$ cat config.mk
export PLATFORM = sky130hd
export DESIGN_NAME = octree_sram_arbiter
export DESIGN_NICKNAME = d
export VERILOG_FILES = /design/src/rtl/octree_mem_pkg.sv /design/src/rtl/octree_sram_arbiter_rr_arbiter.sv /design/src/rtl/octree_sram_arbiter.sv
export SDC_FILE = /design/constraint.sdc
export NUM_CORES = 1
export LEC_CHECK = 0
export ABC_AREA = 1
export CAP_MARGIN = 20
export CORE_AREA = 3 3 135 137
export DETAILED_ROUTE_END_ITERATION = 12
export DIE_AREA = 0 0 138 140
export PLACE_DENSITY = 0.67
export SLEW_MARGIN = 20
export SYNTH_ARGS = -nofsm -noshare
export SYNTH_HDL_FRONTEND = slang
export SYNTH_SLANG_ARGS = --single-unit
export TNS_END_PERCENT = 100
$ cat constraint.sdc
create_clock -name clk -period 3.3 [get_ports clk]
set_input_delay 0.99 -clock clk [delete_from_list [all_inputs] [get_ports clk]]
set_output_delay 0.99 -clock clk [all_outputs]
set_load 0.05 [all_outputs]
$ cat src/rtl/octree_mem_pkg.sv
// Shared types and helpers for the Octree SRAM port.
// Holds the default geometry of the Octree memory port, the request/tag
// record layouts at that default geometry, and the round-robin pointer
// advance used by the arbiter front end.
package octree_mem_pkg;

    localparam int unsigned DEF_NUM_REQ    = 2;
    localparam int unsigned DEF_ADDR_WIDTH = 6;
    localparam int unsigned DEF_DATA_WIDTH = 64;
    localparam int unsigned DEF_RD_LATENCY = 1;

    typedef struct packed {
        logic                      we;
        logic                      lock;
        logic [DEF_ADDR_WIDTH-1:0] addr;
        logic [DEF_DATA_WIDTH-1:0] wdata;
    } mem_req_t;

    typedef struct packed {
        logic                   vld;
        logic [DEF_NUM_REQ-1:0] id;
    } mem_tag_t;

    // Pointer to the requester after 'ptr', wrapping at n.
    function automatic int unsigned rr_next(input int unsigned ptr, input int unsigned n);
        return (ptr + 32'd1 >= n) ? 32'd0 : ptr + 32'd1;
    endfunction

endpackage

$ cat src/rtl/octree_sram_arbiter_rr_arbiter.sv
// Round-robin grant logic with burst lock.
// Ports:
//   req        in  NUM_REQ  request vector
//   lock_en    in  1        a burst lock is held
//   lock_owner in  IDX_W    index of the lock holder
//   rr_ptr     in  IDX_W    highest-priority requester when unlocked
//   grant      out NUM_REQ  one-hot grant (all zero when nothing granted)
module rr_arbiter #(
    parameter int unsigned NUM_REQ = 2,
    parameter int unsigned IDX_W   = 1
) (
    input  logic [NUM_REQ-1:0] req,
    input  logic               lock_en,
    input  logic [IDX_W-1:0]   lock_owner,
    input  logic [IDX_W-1:0]   rr_ptr,
    output logic [NUM_REQ-1:0] grant
);

    logic found;

    // Unlocked search: first pass covers [rr_ptr, NUM_REQ-1], second pass
    // wraps to [0, rr_ptr-1]; 'found' keeps the result one-hot.
    always_comb begin
        grant = '0;
        found = 1'b0;
        if (lock_en) begin
            for (int unsigned i = 0; i < NUM_REQ; i++) begin
                if (i == 32'(lock_owner)) begin
                    grant[i] = req[i];
                end
            end
        end else begin
            for (int unsigned i = 0; i < NUM_REQ; i++) begin
                if (!found && req[i] && i >= 32'(rr_ptr)) begin
                    grant[i] = 1'b1;
                    found    = 1'b1;
                end
            end
            for (int unsigned i = 0; i < NUM_REQ; i++) begin
                if (!found && req[i] && i < 32'(rr_ptr)) begin
                    grant[i] = 1'b1;
                    found    = 1'b1;
                end
            end
        end
    end

endmodule

$ cat src/rtl/octree_sram_arbiter.sv
// N-requester front end to one single-port synchronous SRAM macro.
// Round-robin arbitration with optional burst lock; all SRAM pins are
// registered and read data is steered back by a tag pipeline.
// Ports:
//   clk, rst_n            clock, asynchronous active-low reset
//   req_valid/ready       per-requester handshake (ready = grant)
//   req_we/lock           per-requester write flag / hold grant after beat
//   req_addr/wdata        per-requester address / write data
//   rsp_valid             one-hot read-data strobe
//   rsp_rdata             read data (zero when no strobe)
//   sram_cen_n/gwen/a/d   registered SRAM pins
//   sram_q                SRAM read data
module octree_sram_arbiter
    import octree_mem_pkg::*;
#(
    parameter int unsigned NUM_REQ    = DEF_NUM_REQ,
    parameter int unsigned ADDR_WIDTH = DEF_ADDR_WIDTH,
    parameter int unsigned DATA_WIDTH = DEF_DATA_WIDTH,
    parameter int unsigned RD_LATENCY = DEF_RD_LATENCY
) (
    input  logic                                 clk,
    input  logic                                 rst_n,
    input  logic [NUM_REQ-1:0]                   req_valid,
    output logic [NUM_REQ-1:0]                   req_ready,
    input  logic [NUM_REQ-1:0]                   req_we,
    input  logic [NUM_REQ-1:0]                   req_lock,
    input  logic [NUM_REQ-1:0][ADDR_WIDTH-1:0]   req_addr,
    input  logic [NUM_REQ-1:0][DATA_WIDTH-1:0]   req_wdata,
    output logic [NUM_REQ-1:0]                   rsp_valid,
    output logic [DATA_WIDTH-1:0]                rsp_rdata,
    output logic                                 sram_cen_n,
    output logic                                 sram_gwen,
    output logic [ADDR_WIDTH-1:0]                sram_a,
    output logic [DATA_WIDTH-1:0]                sram_d,
    input  logic [DATA_WIDTH-1:0]                sram_q
);

    localparam int unsigned IDX_W     = (NUM_REQ > 1) ? $clog2(NUM_REQ) : 1;
    localparam int unsigned TAG_DEPTH = RD_LATENCY + 1;

    typedef struct packed {
        logic                  we;
        logic                  lock;
        logic [ADDR_WIDTH-1:0] addr;
        logic [DATA_WIDTH-1:0] wdata;
    } beat_t;

    typedef struct packed {
        logic               vld;
        logic [NUM_REQ-1:0] id;
    } tag_t;

    logic [NUM_REQ-1:0]    grant;
    logic                  accept;
    logic                  rd_accept;
    int unsigned           sel_idx;
    beat_t                 sel;

    logic [IDX_W-1:0]      rr_ptr_q, rr_ptr_d;
    logic [IDX_W-1:0]      lock_owner_q, lock_owner_d;
    logic                  lock_q, lock_d;
    logic                  cen_n_q, cen_n_d;
    logic                  gwen_q, gwen_d;
    logic [ADDR_WIDTH-1:0] a_q, a_d;
    logic [DATA_WIDTH-1:0] d_q, d_d;
    tag_t                  tag_q [TAG_DEPTH];
    tag_t                  tag_d [TAG_DEPTH];

    rr_arbiter #(
        .NUM_REQ (NUM_REQ),
        .IDX_W   (IDX_W)
    ) u_arb (
        .req        (req_valid),
        .lock_en    (lock_q),
        .lock_owner (lock_owner_q),
        .rr_ptr     (rr_ptr_q),
        .grant      (grant)
    );

    assign req_ready = grant;
    assign accept    = |grant;
    assign rd_accept = accept & ~sel.we;

    // Select the granted requester's beat.
    always_comb begin
        sel_idx = 0;
        sel     = '0;
        for (int unsigned i = 0; i < NUM_REQ; i++) begin
            if (grant[i]) begin
                sel_idx = i;
                sel     = '{we: req_we[i], lock: req_lock[i],
                            addr: req_addr[i], wdata: req_wdata[i]};
            end
        end
    end

    always_comb begin
        rr_ptr_d     = rr_ptr_q;
        lock_d       = lock_q;
        lock_owner_d = lock_owner_q;
        cen_n_d      = 1'b1;
        gwen_d       = 1'b1;
        a_d          = a_q;
        d_d          = d_q;
        // Tag enters at stage 0 on the accept edge and reaches the last
        // stage in cycle accept+1+RD_LATENCY, aligned with valid sram_q.
        tag_d[0] = '{vld: rd_accept, id: grant & {NUM_REQ{rd_accept}}};
        for (int unsigned k = 1; k < TAG_DEPTH; k++) begin
            tag_d[k] = tag_q[k-1];
        end
        if (accept) begin
            rr_ptr_d     = IDX_W'(rr_next(sel_idx, NUM_REQ));
            lock_d       = sel.lock;
            lock_owner_d = sel.lock ? IDX_W'(sel_idx) : lock_owner_q;
            cen_n_d      = 1'b0;
            gwen_d       = ~sel.we;
            a_d          = sel.addr;
            d_d          = sel.wdata;
        end
    end

    always_ff @(posedge clk or negedge rst_n) begin
        if (!rst_n) begin
            rr_ptr_q     <= '0;
            lock_q       <= 1'b0;
            lock_owner_q <= '0;
            cen_n_q      <= 1'b1;
            gwen_q       <= 1'b1;
            a_q          <= '0;
            d_q          <= '0;
            for (int unsigned k = 0; k < TAG_DEPTH; k++) begin
                tag_q[k] <= '0;
            end
        end else begin
            rr_ptr_q     <= rr_ptr_d;
            lock_q       <= lock_d;
            lock_owner_q <= lock_owner_d;
            cen_n_q      <= cen_n_d;
            gwen_q       <= gwen_d;
            a_q          <= a_d;
            d_q          <= d_d;
            for (int unsigned k = 0; k < TAG_DEPTH; k++) begin
                tag_q[k] <= tag_d[k];
            end
        end
    end

    assign sram_cen_n = cen_n_q;
    assign sram_gwen  = gwen_q;
    assign sram_a     = a_q;
    assign sram_d     = d_q;

    assign rsp_valid = tag_q[TAG_DEPTH-1].vld ? tag_q[TAG_DEPTH-1].id : '0;
    assign rsp_rdata = (|rsp_valid) ? sram_q : '0;

endmodule

==> flow_summary.ini, run 1 <==
[timing]
fmax_mhz = 329.2
max_slew.worst_pin.slew_ns = 0.8199
fin_setup_tns_ns = 0
drv_slew = 0
fin_crit_ns = 3.037
setup_viol = 0
fin_crit_sh_pct = 92.04
rsz0062_at_grt = no
hold_ws_ns = 0.3490
hold_viol_final = 0
relSlewSlack_pct = 45.34
finClkSkew_ns = 0.01031

[clock_network]
h-tree-depth = 3
holdBufCountCts = 0
cts_root_buf = clkbuf_16
clockBufferDepth = 2
clkTransAtPathRegs_ns = 0.06
clk_latency_ns = 0.34
cts_tree = yes
numCtsBuffers = 9
clock-sinks = 81
post_cts_buffers = 0
cts_resized = 0

[layout]
nets = 1255
layout-drive-gt1-share_pct = 9.447
stdcell_count = 1278
postLayoutCoreUtil_pct = 54.44
areaGrowthSynthToFinish_pct = 99.92

[logic_synthesis]
syn-num-nets = 928
async_flop_share_pct = 100.0
synth_top_cells_by_count = nand2_1 (220), nand3_1 (150), inv_1 (147)
syn_area_sq_um = 4677
yosys.area.top_type = dfrtp_1
synth-edff-count = 0
postSynthCellCount = 716
synth-seq-cells = 81
synthFlopType = dfrtp_1
ys_seq_area_share_pct = 43.39
yosysMostFrequentCell = nand2_1
synth.avg_cell_area_sq_um = 6.532
yosys_warnings = 0
yosys-top-cells-area = dfrtp_1 (42%), nand2_1 (18%), nand3_1 (16%)
synth_cell_type_count = 15
synth.top_cell.area_share_pct = 42.27

[setup_path]
crit_family = buffers and inverters
endpoint_kind = output pin
criticalPathCategory = input port to output pin
r2r_end = sram_d[29]
cp_max_fo = 4
cp_data_arrival_time_ns = 2.05
crit_top_cell = inv_1
start_kind = input port
worst-r2r-setup-slack_ns = 1.38
timing.critical_path.cells = clkdlybuf4s50_1 > inv_1 > a21oi_4 > nand2_2 > inv_1 > buf_12
crit_required_ns = 2.31
slowest_stage = clkdlybuf4s50_1
reg2reg_from = lock_q
crit_buf_inv = 4
reg2regPathDepth = 8
critical-path-max-stage-delay_ns = 0.52

[hold_path]
hold_path_class = flop to flop
worstHoldEndpoint = tag_q[0]
worstHoldStart = tag_d[0]
holdPathStages = 0

[run]
max-cap-violations = 0

[drt]
wire_per_inst_um = 15.69
routed_wl_um = 20050
vias_per_cell = 4.344
vias = 5552
drt_iter0_drc = 186
postRouteAntennaNets = 0
drtPass1Iterations = 4
drc = 0

[power]
p_leak_nw = 4.696
p_int_mw = 4.180
power_switching_mw = 4.478
sw_frac_of_total_pct = 51.72
finalPower_mw = 8.658
powerDensity_nw_per_um2 = 925.9
combPwrFrac_pct = 67.2
clockPowerShare_pct = 12.5
seq_power_share_pct = 20.3
worst_ir_drop_vdd_mv = 0.3942

[floorplan]
die_area_sq_um = 19320
core-area_sq_um = 17180
num_io_pins = 352
start_util_pct = 27.23
num_rows = 48
die_height_um = 140
fp.dieW_um = 138

[placement]
place_congestion = 0.9553
portBuffers = 351
dp_hpwl_um = 15530
dp.cells = 1257

[grt]
grt_max_degree = 82
grt_pass1_wl_um = 29750
overflow = 0
track_usage_pct = 19.74
grt_pass1_vias = 5202
antenna_found_initial = 5

[run_status]
status = finished clean
==> per-layer routing <==
metal  global-route usage (%)  wire [um]  vias up
met3                    5.531       1336       32
met2                    35.33      10400      221
met4                    8.892        660        0
li1                         -          -     2790
met5                        0          0        -
met1                    21.81       7651     2509
==> power by group through the flow <==
stage	clock (mW)	combinational (mW)	sequential, mW
after floorplan	0	1.97	3.33
after global placement	0	5.84	1.75
after detailed placement	0	5.88	1.77
after CTS	1.12	5.89	1.76
after global routing	1.16	6.16	1.82
final	1.08	5.82	1.75
==> how the worst max path moves through the flow <==
stage / to / cells after the start / start / slack, ns
after detailed placement: req_ready[1] / 6 / req_valid[1] / 0.25
final: req_ready[1] / 6 / req_valid[1] / 0.26
after floorplan: rsp_rdata[10] / 5 / tag_q[2] / 0.55
after CTS: req_ready[1] / 6 / req_valid[1] / 0.25
after global routing: req_ready[1] / 6 / req_valid[1] / 0.18
after global placement: req_ready[1] / 6 / req_valid[1] / 0.26
==> cells in the final DEF (no fill, tap or decap), types with 3 or more instances in the layout <==
cell type	instances
clkdlybuf4s50_1	284
buf_4	8
nor2_1	66
nand2_1	219
inv_1	147
nand3_1	149
buf_12	67
dfrtp_1	79
diode_2	5
clkinvlp_4	3
clkbuf_16	9
==> final cells by class <==
type / count / area [sq um]
well taps: 225 / 281.5
clock inverters: 6 / 91.34
multi-input cells: 443 / 1896
repair buffers: 360 / 4255
fillers: 1619 / 7826
flip-flops and latches: 81 / 2029
inverters: 148 / 555.5
clock buffers: 10 / 229.0
diodes: 5 / 12.51
==> stage by stage <==
stage          worst slack (ns)  instance area (sq um)
6_report                 0.2627                   9350
5_1_grt                  0.1773                   9350
4_1_cts                  0.2513                   9334
3_5_place_dp             0.2508                   9014
3_3_place_gp             0.2553                   9014
2_1_floorplan            0.5501                   4677
==> kinds of logic (layout without fill, tap and decap cells) <==
| kind of cell | count (synthesis) | count (layout) | share of synthesized area (%) |
|---|---|---|---|
| DFF | 81 | 81 | 43.39 |
| and+or+nand+nor | 438 | 438 | 39.22 |
| AOI/OAI and AO/OA | 5 | 5 | 0.5884 |
| buffers and inverters | 192 | 524 | 16.80 |
| other | 0 | 5 | 0 |
==> sequential cells by signal, indices dropped and copies added (netlist names) <==
register	flops
sram_a	6
tag_d	3
lock_q	1
lock_owner_q	1
sram_cen_n	1
sram_gwen	1
tag_q	3
sram_d	64
rr_ptr_q	1
Power figures use the tool's default switching activity.
==> run 2: changes to the inputs <==
--- a/config.mk
+++ b/config.mk
@@ -6,7 +6,6 @@
 export NUM_CORES = 1
 export LEC_CHECK = 0
 export ABC_AREA = 1
-export CAP_MARGIN = 20
 export CORE_AREA = 3 3 135 137
 export DETAILED_ROUTE_END_ITERATION = 12
 export DIE_AREA = 0 0 138 140
@@ -15,4 +14,4 @@
 export SYNTH_ARGS = -nofsm -noshare
 export SYNTH_HDL_FRONTEND = slang
 export SYNTH_SLANG_ARGS = --single-unit
-export TNS_END_PERCENT = 100
+export TNS_END_PERCENT = 1
==> results of run 2 <==
Same layout as run 1: the final DEF is identical, and so are final timing and power.
